$ cat src/rtl/sccb_write.sv
// sccb_write: SCCB 3-phase write master (DEV_ID, sub-address, data); optional NACK check via `define SCCB_ACK_CHECK_EN
//   params : CLK_FREQ (Hz), SCCB_FREQ (Hz), DEV_ID (write ID sent first)
//   inputs : clk, rst (sync, active-high), start (pulse, accepted in IDLE), addr[7:0], data[7:0], siod_in (SIO_D readback)
//   outputs: sioc, siod_out, siod_oe (1 = drive), busy, done (1-cycle pulse), ack_err (sticky NACK, 0 unless SCCB_ACK_CHECK_EN)
module sccb_write #(
  parameter int CLK_FREQ = 25000000,
  parameter int SCCB_FREQ = 100000,
  parameter logic [7:0] DEV_ID = 8'h42
) (
  input  logic       clk,
  input  logic       rst,
  input  logic       start,
  input  logic [7:0] addr,
  input  logic [7:0] data,
  input  logic       siod_in,
  output logic       sioc,
  output logic       siod_out,
  output logic       siod_oe,
  output logic       busy,
  output logic       done,
  output logic       ack_err
);
  localparam int QRAW = CLK_FREQ / (4 * SCCB_FREQ);
  localparam int QTR = QRAW < 1 ? 1 : QRAW;
  localparam logic [15:0] QM = 16'(QTR - 1);
  typedef enum logic [1:0] {IDLE, START, BIT, STOP} state_t;
  state_t state;
  logic [15:0] cnt;
  logic [1:0] q;
  logic [3:0] bitn;
  logic [1:0] byten;
  logic [23:0] sh;
  logic tick;
  assign tick = cnt == QM;
`ifndef SCCB_ACK_CHECK_EN
  logic unused;
  assign unused = siod_in;
`endif
  // Outputs are loaded at the edge that opens each quarter, so they hold for the whole quarter.
  // sh[23] is always the MSB of the byte in flight; it shifts once per data bit, not on the 9th bit.
  always_ff @(posedge clk) begin
    if (rst) begin
      state <= IDLE;
      cnt <= '0;
      q <= '0;
      bitn <= '0;
      byten <= '0;
      sh <= '0;
      sioc <= 1'b1;
      siod_out <= 1'b1;
      siod_oe <= 1'b1;
      busy <= 1'b0;
      done <= 1'b0;
      ack_err <= 1'b0;
    end else begin
      done <= 1'b0;
      if (state != IDLE) cnt <= tick ? '0 : cnt + 16'd1;
`ifdef SCCB_ACK_CHECK_EN
      if (state == BIT && bitn == 4'd8 && q == 2'd2 && cnt == '0 && siod_in) ack_err <= 1'b1;
`endif
      case (state)
        IDLE: if (start) begin
          sh <= {DEV_ID, addr, data};
          ack_err <= 1'b0;
          bitn <= '0;
          byten <= '0;
          q <= '0;
          cnt <= '0;
          busy <= 1'b1;
          sioc <= 1'b1;
          siod_out <= 1'b1;
          siod_oe <= 1'b1;
          state <= START;
        end
        START: if (tick) begin
          if (q == 2'd0) begin
            q <= 2'd1;
            siod_out <= 1'b0;
          end else begin
            q <= 2'd0;
            sioc <= 1'b0;
            siod_out <= sh[23];
            state <= BIT;
          end
        end
        BIT: if (tick) begin
          q <= q + 2'd1;
          if (q == 2'd1) sioc <= 1'b1;
          else if (q == 2'd3) begin
            sioc <= 1'b0;
            if (bitn == 4'd8) begin
              siod_oe <= 1'b1;
              bitn <= '0;
              if (byten == 2'd2) begin
                siod_out <= 1'b0;
                state <= STOP;
              end else begin
                byten <= byten + 2'd1;
                siod_out <= sh[23];
              end
            end else begin
              sh <= sh << 1;
              bitn <= bitn + 4'd1;
              if (bitn == 4'd7) siod_oe <= 1'b0;
              else siod_out <= sh[22];
            end
          end
        end
        STOP: if (tick) begin
          q <= q + 2'd1;
          if (q == 2'd0) sioc <= 1'b1;
          else if (q == 2'd1) siod_out <= 1'b1;
          else if (q == 2'd3) begin
            busy <= 1'b0;
            done <= 1'b1;
            state <= IDLE;
          end
        end
      endcase
    end
  end
endmodule

$ cat config.mk
export PLATFORM = sky130hd
export DESIGN_NAME = sccb_write
export DESIGN_NICKNAME = d
export VERILOG_FILES = /design/src/rtl/sccb_write.sv
export SDC_FILE = /design/constraint.sdc
export NUM_CORES = 1
export LEC_CHECK = 0
export ABC_AREA = 1
export BUFFER_PORTS_ARGS = -buffer_cell sky130_fd_sc_hd__buf_2
export CAP_MARGIN = 10
export CELL_PAD_IN_SITES_DETAIL_PLACEMENT = 1
export CELL_PAD_IN_SITES_GLOBAL_PLACEMENT = 1
export CORE_MARGIN = 10
export CORE_UTILIZATION = 43
export DETAILED_ROUTE_END_ITERATION = 10
export GPL_TIMING_DRIVEN = 1
export MAX_ROUTING_LAYER = met4
export PLACE_DENSITY = 0.9
export SYNTH_ARGS = -nofsm -noshare
export SYNTH_HDL_FRONTEND = slang
export SYNTH_SLANG_ARGS = --single-unit
$ cat constraint.sdc
create_clock -name clk -period 2.5 [get_ports clk]
set_clock_uncertainty 0.2 [all_clocks]
set_input_delay 0.25 -clock clk [delete_from_list [all_inputs] [get_ports clk]]
set_output_delay 0.25 -clock clk [all_outputs]
set_load 0.01 [all_outputs]
==> metrics.md, run 1 <==
| Metric | Value |
|---|---|
| Status | finished clean |
| Largest family of logic cells by synthesized area | simple AND/OR/NAND/NOR gates |
| Die Y-Extent | 106.6 um |
| Unrepaired setup endpoints after global routing | yes |
| Dominant cell type by area after synthesis | dfxtp_1 |
| Detail Placement HPWL | 6110 um |
| Grt met3 use | 0.03114 |
| GP Congestion | 0.8899 |
| Count of antenna-violating nets left after detailed routing | 0 |
| # port buffers | 23 |
| Final worst path period share | 0.9104 |
| Pwr Total | 3.937 mW |
| CP Class | flip-flop to flip-flop |
| CP startpoint kind | flip-flop |
| Post-synth cell types | 42 |
| Ant. Diodes | 0 |
| Top post-synthesis cells by area | dfxtp_1 34%, nand2_1 16%, a21oi_1 5.4%, ha_1 5.0%, nand3_1 5.0% |
| Yosys warns | 0 |
| M2 GR Usage | 0.2809 |
| DRT Wirelength | 8635 um |
| Post-layout util | 0.4772 |
| Post-Synth Adder-Cell Area | 0.05041 |
| Clk sinks | 55 |
| Most frequent cells in the layout | 140 x nand2_1, 55 x dfxtp_1, 35 x nor2_1, 35 x a21oi_1, 34 x inv_1 |
| Sequential element share of the synthesized area | 0.3412 |
| Async SR Flop Fraction | 0 |
| Total global-route track usage | 0.1593 |
| Final Cell Area | 3480 um2 |
| Wire per inst | 14.94 um |
| First DRT Iteration DRCs | 104 |
| Via Count | 3059 |
| Number of synthesized flops with an enable pin | 0 |
| Antenna violations before repair | 0 |
| PD cells | 1131 nW/um2 |
| Critical Path Fanout Max | 9 |
| Met1 usage | 0.1821 |
| Placed Area | 3369 um2 |
| DR DRC count | 0 |
| Grt ovf | 0 |
| Hold WC Path Type | input pin to flip-flop |
| Number of core rows | 31 |
| Worst VDD drop | 0.6924 mV |
| Starting Density | 0.4425 |
| First-pass GRT wire length | 15010 um |
| Die W | 106.6 um |
| Share of cells above drive strength 1 | 0.1566 |
| Hold Crit Depth | 3 |
| Die area | 11370 um2 |
| Largest net degree at the start of global routing | 26 |
| Leak | 1.437 nW |
| Max frequency | 439.3 MHz |
| Mux share of post-synthesis cell area | 0 |
| Req. time, crit path | 2.51 ns |
| Clk root buf | clkbuf_8 |
| Area share of the largest cell type after synthesis | 0.3412 |
| Drt pass-1 iters | 4 |
| Dpl ws | 0.1324 ns |
| Top Usage Layer GRT | met2 |
| Post-Synth Simple-Gate Area | 0.3765 |
| Clock slew seen by the registers of the worst setup and hold paths | 0.12 ns |
| Commonest non-fill, non-tap cell in the layout | nand2_1 |
| DR vias/cell | 5.292 |
| Syn nets | 498 |
| Worst R2R Path Depth | 8 |
| # setup viols final | 0 |
| PnR worst setup slack | 0.2239 ns |
| I/O pins | 26 |
| CTS tree | done |
| Period minus WS final | 2.276 ns |
| Final Hold Fails | 0 |
| Post-synth top flop | dfxtp_1 |
| CTS H-Tree Depth | 2 |
| Flop-to-flop setup slack | 0.22 ns |
| Via count of the first global-routing pass | 3270 |
| Arrival @ worst endpoint | 2.29 ns |
| Synth Area in Compound Gates | 0.1353 |
| Synthesized area | 3227 um2 |
| Post-Syn Instances | 465 |
| CTS Buffer Depth | 2 |
| NumNets Final | 511 |
| Max-slew violations | 0 |
| Number of max-cap violations | 0 |
| Post-Synth XOR/XNOR Area | 0.01086 |
| Syn Area/Cell | 6.939 um2 |
| Area added between synthesis and finish | 7.833% |
| Synth Register Bits | 55 |
| CP Capture Type | flip-flop |
| Setup repair bufs after CTS | 0 |
| Core footprint | 7292 um2 |
| Worst skew pair latency | 0.32 ns |
| Cts bufs inserted | 5 |
[power by group]
| part | total [mW] | internal, mW | switching, mW |
|---|---|---|---|
| sequential | 1.18 | 1.06 | 0.120 |
| clock | 0.558 | 0.235 | 0.324 |
| combinational | 2.19 | 0.673 | 1.52 |
| total | 3.94 | 1.97 | 1.96 |
[metal layers]
metal  vias up  routed length, um
met4         0                 37
met1      1476               3947
li1       1543                  -
met2        34               4404
met3         6                246
met5         -                  0
[path summary, 6_finish.rpt]
check                                      startpoint              endpoint
worst min-delay path                          data[0]    sh[0]$_SDFFE_PP0P_
worst min register to register   siod_oe$_SDFFE_PP1P_  siod_oe$_SDFFE_PP1P_
worst max-delay path            state[0]$_SDFFE_PP0P_  bitn[0]$_SDFFE_PP0P_
worst max register to register  state[0]$_SDFFE_PP0P_  bitn[0]$_SDFFE_PP0P_
[worst max-delay path: stages (launching register included)]
cell and delay (ns):
dfxtp_1 0.40, inv_1 0.11, ha_1 0.37, nand2_1 0.19, nand2_2 0.11, a21oi_2 0.31
nand3_2 0.22, o21ai_1 0.21, nor2_1 0.07
[registers in the layout, summed over array words and instances (netlist names)]
name and count:
sh 24, cnt 16, bitn 4, byten 2, q 2, state 2, busy 1, done 1
sioc 1, siod_oe 1, siod_out 1
[logic make-up (layout without fill, tap and decap cells)]
group,Yosys count,after routing
xor gates and xnor gates,4,4
DFF,55,55
buffers and inverters,59,73
and+or+nand+nor,261,261
AOI/OAI and AO/OA,72,72
other,1,1
adders and majority gates,13,13
[synthesized netlist by cell type (2+ instances only)]
library cell	number
a21oi_1	35
ha_1	13
nand4_1	15
nand3_1	32
dfxtp_1	55
nor3b_1	2
buf_1	2
inv_1	34
clkbuf_1	10
a21oi_2	11
o211ai_1	2
xor2_1	4
nor3_1	9
nor2_1	35
nor2_4	2
buf_2	4
o22ai_1	2
nand2_2	7
a211oi_1	2
nand3_2	11
buf_4	3
o21ai_0	14
nand2_1	140
inv_2	3
[final cells by class]
| type | count | area, um2 |
|---|---|---|
| clock buffer | 6 | 82.58 |
| clock inverter | 2 | 20.02 |
| fill | 1009 | 3812 |
| inverter | 37 | 141.4 |
| multi-input combinational | 351 | 1858 |
| sequential | 55 | 1101 |
| tap | 99 | 123.9 |
| timing repair buffer | 28 | 152.6 |
[what timing repair did]
item,in CTS,in global routing
hold buffers,0,0
endpoints found under the setup margin,0,24
hold endpoints to repair,0,0
gates resized for setup,0,2
[metrics by stage]
| step | hold WS, ns | setup TNS (ns) | cells |
|---|---|---|---|
| 2_1_floorplan | 0.2201 | 0 | 465 |
| 3_3_place_gp | 0.2369 | 0 | 570 |
| 3_5_place_dp | 0.2507 | 0 | 570 |
| 4_1_cts | 0.03889 | 0 | 578 |
| 5_1_grt | 0.03974 | -0.007979 | 578 |
| 6_report | 0.04067 | 0 | 578 |
Note: power is estimated with default switching activity, not from simulation.
==> inputs of run 2 (changes only) <==
==> config.mk (replaced) <==
export PLATFORM = sky130hd
export DESIGN_NAME = sccb_write
export DESIGN_NICKNAME = d
export VERILOG_FILES = /design/src/rtl/sccb_write.sv
export SDC_FILE = /design/constraint.sdc
export NUM_CORES = 1
export LEC_CHECK = 0
export BUFFER_PORTS_ARGS = -buffer_cell sky130_fd_sc_hd__buf_2
export CAP_MARGIN = 10
export CELL_PAD_IN_SITES_DETAIL_PLACEMENT = 1
export CELL_PAD_IN_SITES_GLOBAL_PLACEMENT = 1
export CORE_MARGIN = 10
export CORE_UTILIZATION = 44
export DETAILED_ROUTE_END_ITERATION = 10
export GPL_TIMING_DRIVEN = 1
export MAX_ROUTING_LAYER = met4
export PLACE_DENSITY = 0.89
export SYNTH_ARGS = -nofsm -noshare
export SYNTH_HDL_FRONTEND = slang
export SYNTH_SLANG_ARGS = --single-unit
==> metrics.md, run 2 <==
| Metric | Value |
|---|---|
| Status | finished with violations |
| Failing checks | setup timing |
| Final worst path period share | 1.172 (+0.2617) |
| Syn nets | 361 (-28%) |
| CP max-delay cell | or4_4 |
| Commonest non-fill, non-tap cell in the layout | dfxtp_1 |
| Worst VDD drop | 0.8064 mV (+16%) |
| Post-synth top flop | dfxtp_1 |
| Synthesized area | 2794 um2 (-13%) |
| Arrival @ worst endpoint | 2.95 ns (+0.66 ns) |
| GP Congestion | 0.8708 (-2.1%) |
| Async SR Flop Fraction | 0 (unchanged) |
| Max frequency | 341.3 MHz (-22%) |
| Grt ovf | 0 (unchanged) |
| PnR worst setup slack | -0.4302 ns (-0.6541 ns) |
| DR vias/cell | 6.730 (+27%) |
| Cts bufs inserted | 5 (unchanged) |
| Cell with the most instances after synthesis | dfxtp_1 |
| M2 GR Usage | 0.4052 (+0.1242) |
| Area added between synthesis and finish | 37.80% |
| Die area | 9937 um2 (-13%) |
| Unrepaired setup endpoints after global routing | yes |
| Placed cells | 448 (-21%) |
| Clock slew seen by the registers of the worst setup and hold paths | 0.11 ns (about the same) |
| Max-slew violations | 0 (unchanged) |
| Detail Placement HPWL | 6224 um (+1.9%) |
| Clk root buf | clkbuf_8 |
| Leak | 1.428 nW (-0.66%) |
| Final Cell Area | 3850 um2 (+11%) |
| Yosys warns | 0 (unchanged) |
| Hold WC Path Type | input pin to flip-flop |
| Register bank with the most flops | sh |
| CTS tree | done |
| Die W | 99.69 um (-6.5%) |
| Tightest Pin Transition | 0.7903 ns |
| Worst path most repeated cell | buf_6 |
| Syn Area/Cell | 8.518 um2 (+23%) |
| DRT Wirelength | 12550 um (+45%) |
| Post-Layout Cell Count | 470 (-19%) |
| Largest net degree at the start of global routing | 28 (+7.7%) |
| Wire per inst | 26.71 um (+79%) |
| Registers with the most flip-flops | sh (24), cnt (16), bitn (4) |
| I/O pins | 26 (unchanged) |
| Top post-synthesis cells by area | dfxtp_1 39%, nor2_1 6.2%, mux2i_1 6.1%, ha_1 5.8%, a211oi_1 4.8% |
| Core footprint | 6026 um2 (-17%) |
| Sequential element share of the synthesized area | 0.3941 (+0.05287) |
| Top Usage Layer GRT | met2 |
| # setup viols final | 48 (+48) |
| Antenna violations before repair | 0 (unchanged) |
| Fillers | 671 (-33%) |
| Via Count | 3163 (+3.4%) |
| Hold_buf cts | 0 (unchanged) |
| # port buffers | 23 (unchanged) |
| Fin Setup TNS | -11.28 ns (-11.28 ns) |
| Post-Syn Instances | 328 (-29%) |
| Most frequent cells in the layout | 53 x dfxtp_1, 34 x nor2_1, 33 x buf_4 |
| Post-layout util | 0.6389 (+0.1617) |
| First-pass GRT wire length | 18570 um (+24%) |
| Ant. Diodes | 0 (unchanged) |
| Starting Density | 0.4637 (+0.02114) |
| Max stage delay on crit path | 0.58 ns (+0.18 ns) |
| CP Class | flip-flop to flip-flop |
| Grt met3 use | 0.04429 (+0.01315) |
| NumNets Final | 427 (-16%) |
| Post-synth top cells | 55 x dfxtp_1, 46 x nor2_1, 23 x nand2_1 |
| Synth Register Bits | 55 (unchanged) |
| CP startpoint kind | flip-flop |
| Worst R2R Path Depth | 9 (+1) |
| Count of antenna-violating nets left after detailed routing | 0 (unchanged) |
| Placed Area | 3243 um2 (-3.8%) |
| Clk sinks | 55 (unchanged) |
| Max reg flops | 24 (unchanged) |
| PD cells | 1151 nW/um2 (+1.7%) |
| Critical Path Fanout Max | 8 (-1) |
| CP Capture Type | flip-flop |
| Worst skew pair latency | 0.33 ns (about the same) |
| Final Hold Fails | 0 (unchanged) |
| Number of core rows | 28 (-9.7%) |
| Number of max-cap violations | 0 (unchanged) |
| Share of cells above drive strength 1 | 0.3772 (+0.2206) |
| Period minus WS final | 2.930 ns (+0.6541 ns) |
| Slew Limit Headroom | 0.4683 |
| Cell chain of the critical path | inv_2 > ha_4 > or4b_4 > or4_4 > buf_6 > a211oi_4 > buf_6 > nor2_4 > a211oi_1 |
| Met1 usage | 0.2578 (+0.07570) |
| Number of synthesized flops with an enable pin | 0 (unchanged) |
| Total global-route track usage | 0.2405 (+0.08127) |
| Drt pass-1 iters | 5 (+1) |
| Post-synth cell types | 52 (+24%) |
| CTS Buffer Depth | 2 (unchanged) |
| Area share of the largest cell type after synthesis | 0.3941 (+0.05287) |
| CTS H-Tree Depth | 2 (unchanged) |
| First DRT Iteration DRCs | 322 (+210%) |
| Die Y-Extent | 99.69 um (-6.5%) |
| Hold Crit Depth | 3 (unchanged) |
| DR DRC count | 0 (unchanged) |
| Via count of the first global-routing pass | 3332 (+1.9%) |
| Req. time, crit path | 2.52 ns (about the same) |
| Dominant cell type by area after synthesis | dfxtp_1 |
run 2: changes by cell type in the layout (fill, tap and decap cells not counted), sizes merged, moves of 7 or more:
cell,change
nor2,+8
a22oi,+8
nand4,-12
inv,-23
buf,+44
a21oi,-31
a211oi,+17
nand2,-125
or3,+7
mux2i,+17
nand3,-34
run 2: kinds of logic after synthesis:
group	share of synthesized area
compound gates	0.2123
other cells	0.001342
xor+xnor	0.006271
fa+ha+maj	0.05822
buf+inv	0.04254
mux	0.06090
flops	0.3941
simple gates	0.2244
run 2: worst paths after layout:
kind                                end  slack (ns)             startpoint
setup / recovery     sh[5]$_SDFFE_PP0P_       -0.43      cnt[1]$_SDFF_PP0_
hold / removal       sh[0]$_SDFFE_PP0P_        0.07                data[0]
setup reg to reg     sh[5]$_SDFFE_PP0P_       -0.43      cnt[1]$_SDFF_PP0_
hold reg to reg   state[1]$_SDFFE_PP0P_        0.33  state[1]$_SDFFE_PP0P_
run 2: final cells by class:
cell class / count / area [um2] / area share
Clock buffer: 6 / 72.57 / 0.01885
Clock inverter: 2 / 60.06 / 0.01560
Inverter: 15 / 56.30 / 0.01462
Multi-Input combinational cell: 245 / 1888 / 0.4904
Sequential cell: 55 / 1104 / 0.2866
Tap cell: 75 / 93.84 / 0.02437
Timing Repair Buffer: 72 / 575.6 / 0.1495
run 2: repair_timing:
| action | 4_1_cts | 5_1_grt |
|---|---|---|
| gates cloned | 3 | 0 |
| gates resized for setup | 39 | 50 |
| setup buffers | 8 | 7 |
| pin swaps | 22 | 33 |
| endpoints found under the setup margin | 47 | 44 |
run 2: layer usage:
| layer | up-vias | part of all wire |
|---|---|---|
| met1 | 1546 | 0.38 |
| met5 | - | 0 |
| met3 | 78 | 0.061 |
| met2 | 213 | 0.50 |
| met4 | 0 | 0.063 |
| li1 | 1326 | - |
run 2: stage by stage:
step                      hold WS, ns  total power, mW  setup slack, ns
final                         0.07205            4.431          -0.4302
after detailed placement       0.2833            2.732          -0.3008
after global placement         0.2617            2.632          -0.1799
after floorplan                0.2108            2.170          -0.2551
after CTS                     0.06176            4.035          -0.2683
after global routing          0.06800            4.593          -0.4359
run 2: critical path: cells and delay by family (launching register included):
family | cells | cell delay, ns
AND/OR/NAND/NOR | 3 | 1.09
AO/OA/AOI/OAI | 2 | 0.57
flip-flops | 1 | 0.35
adder cells (fa/ha/maj) | 1 | 0.11
buffers and inverters | 3 | 0.48
run 2: report_power, final:
part	total (mW)	switching, mW	internal [mW]
combinational	2.52	1.46	1.05
sequential	1.20	0.151	1.05
clock	0.715	0.314	0.401
total	4.43	1.93	2.50
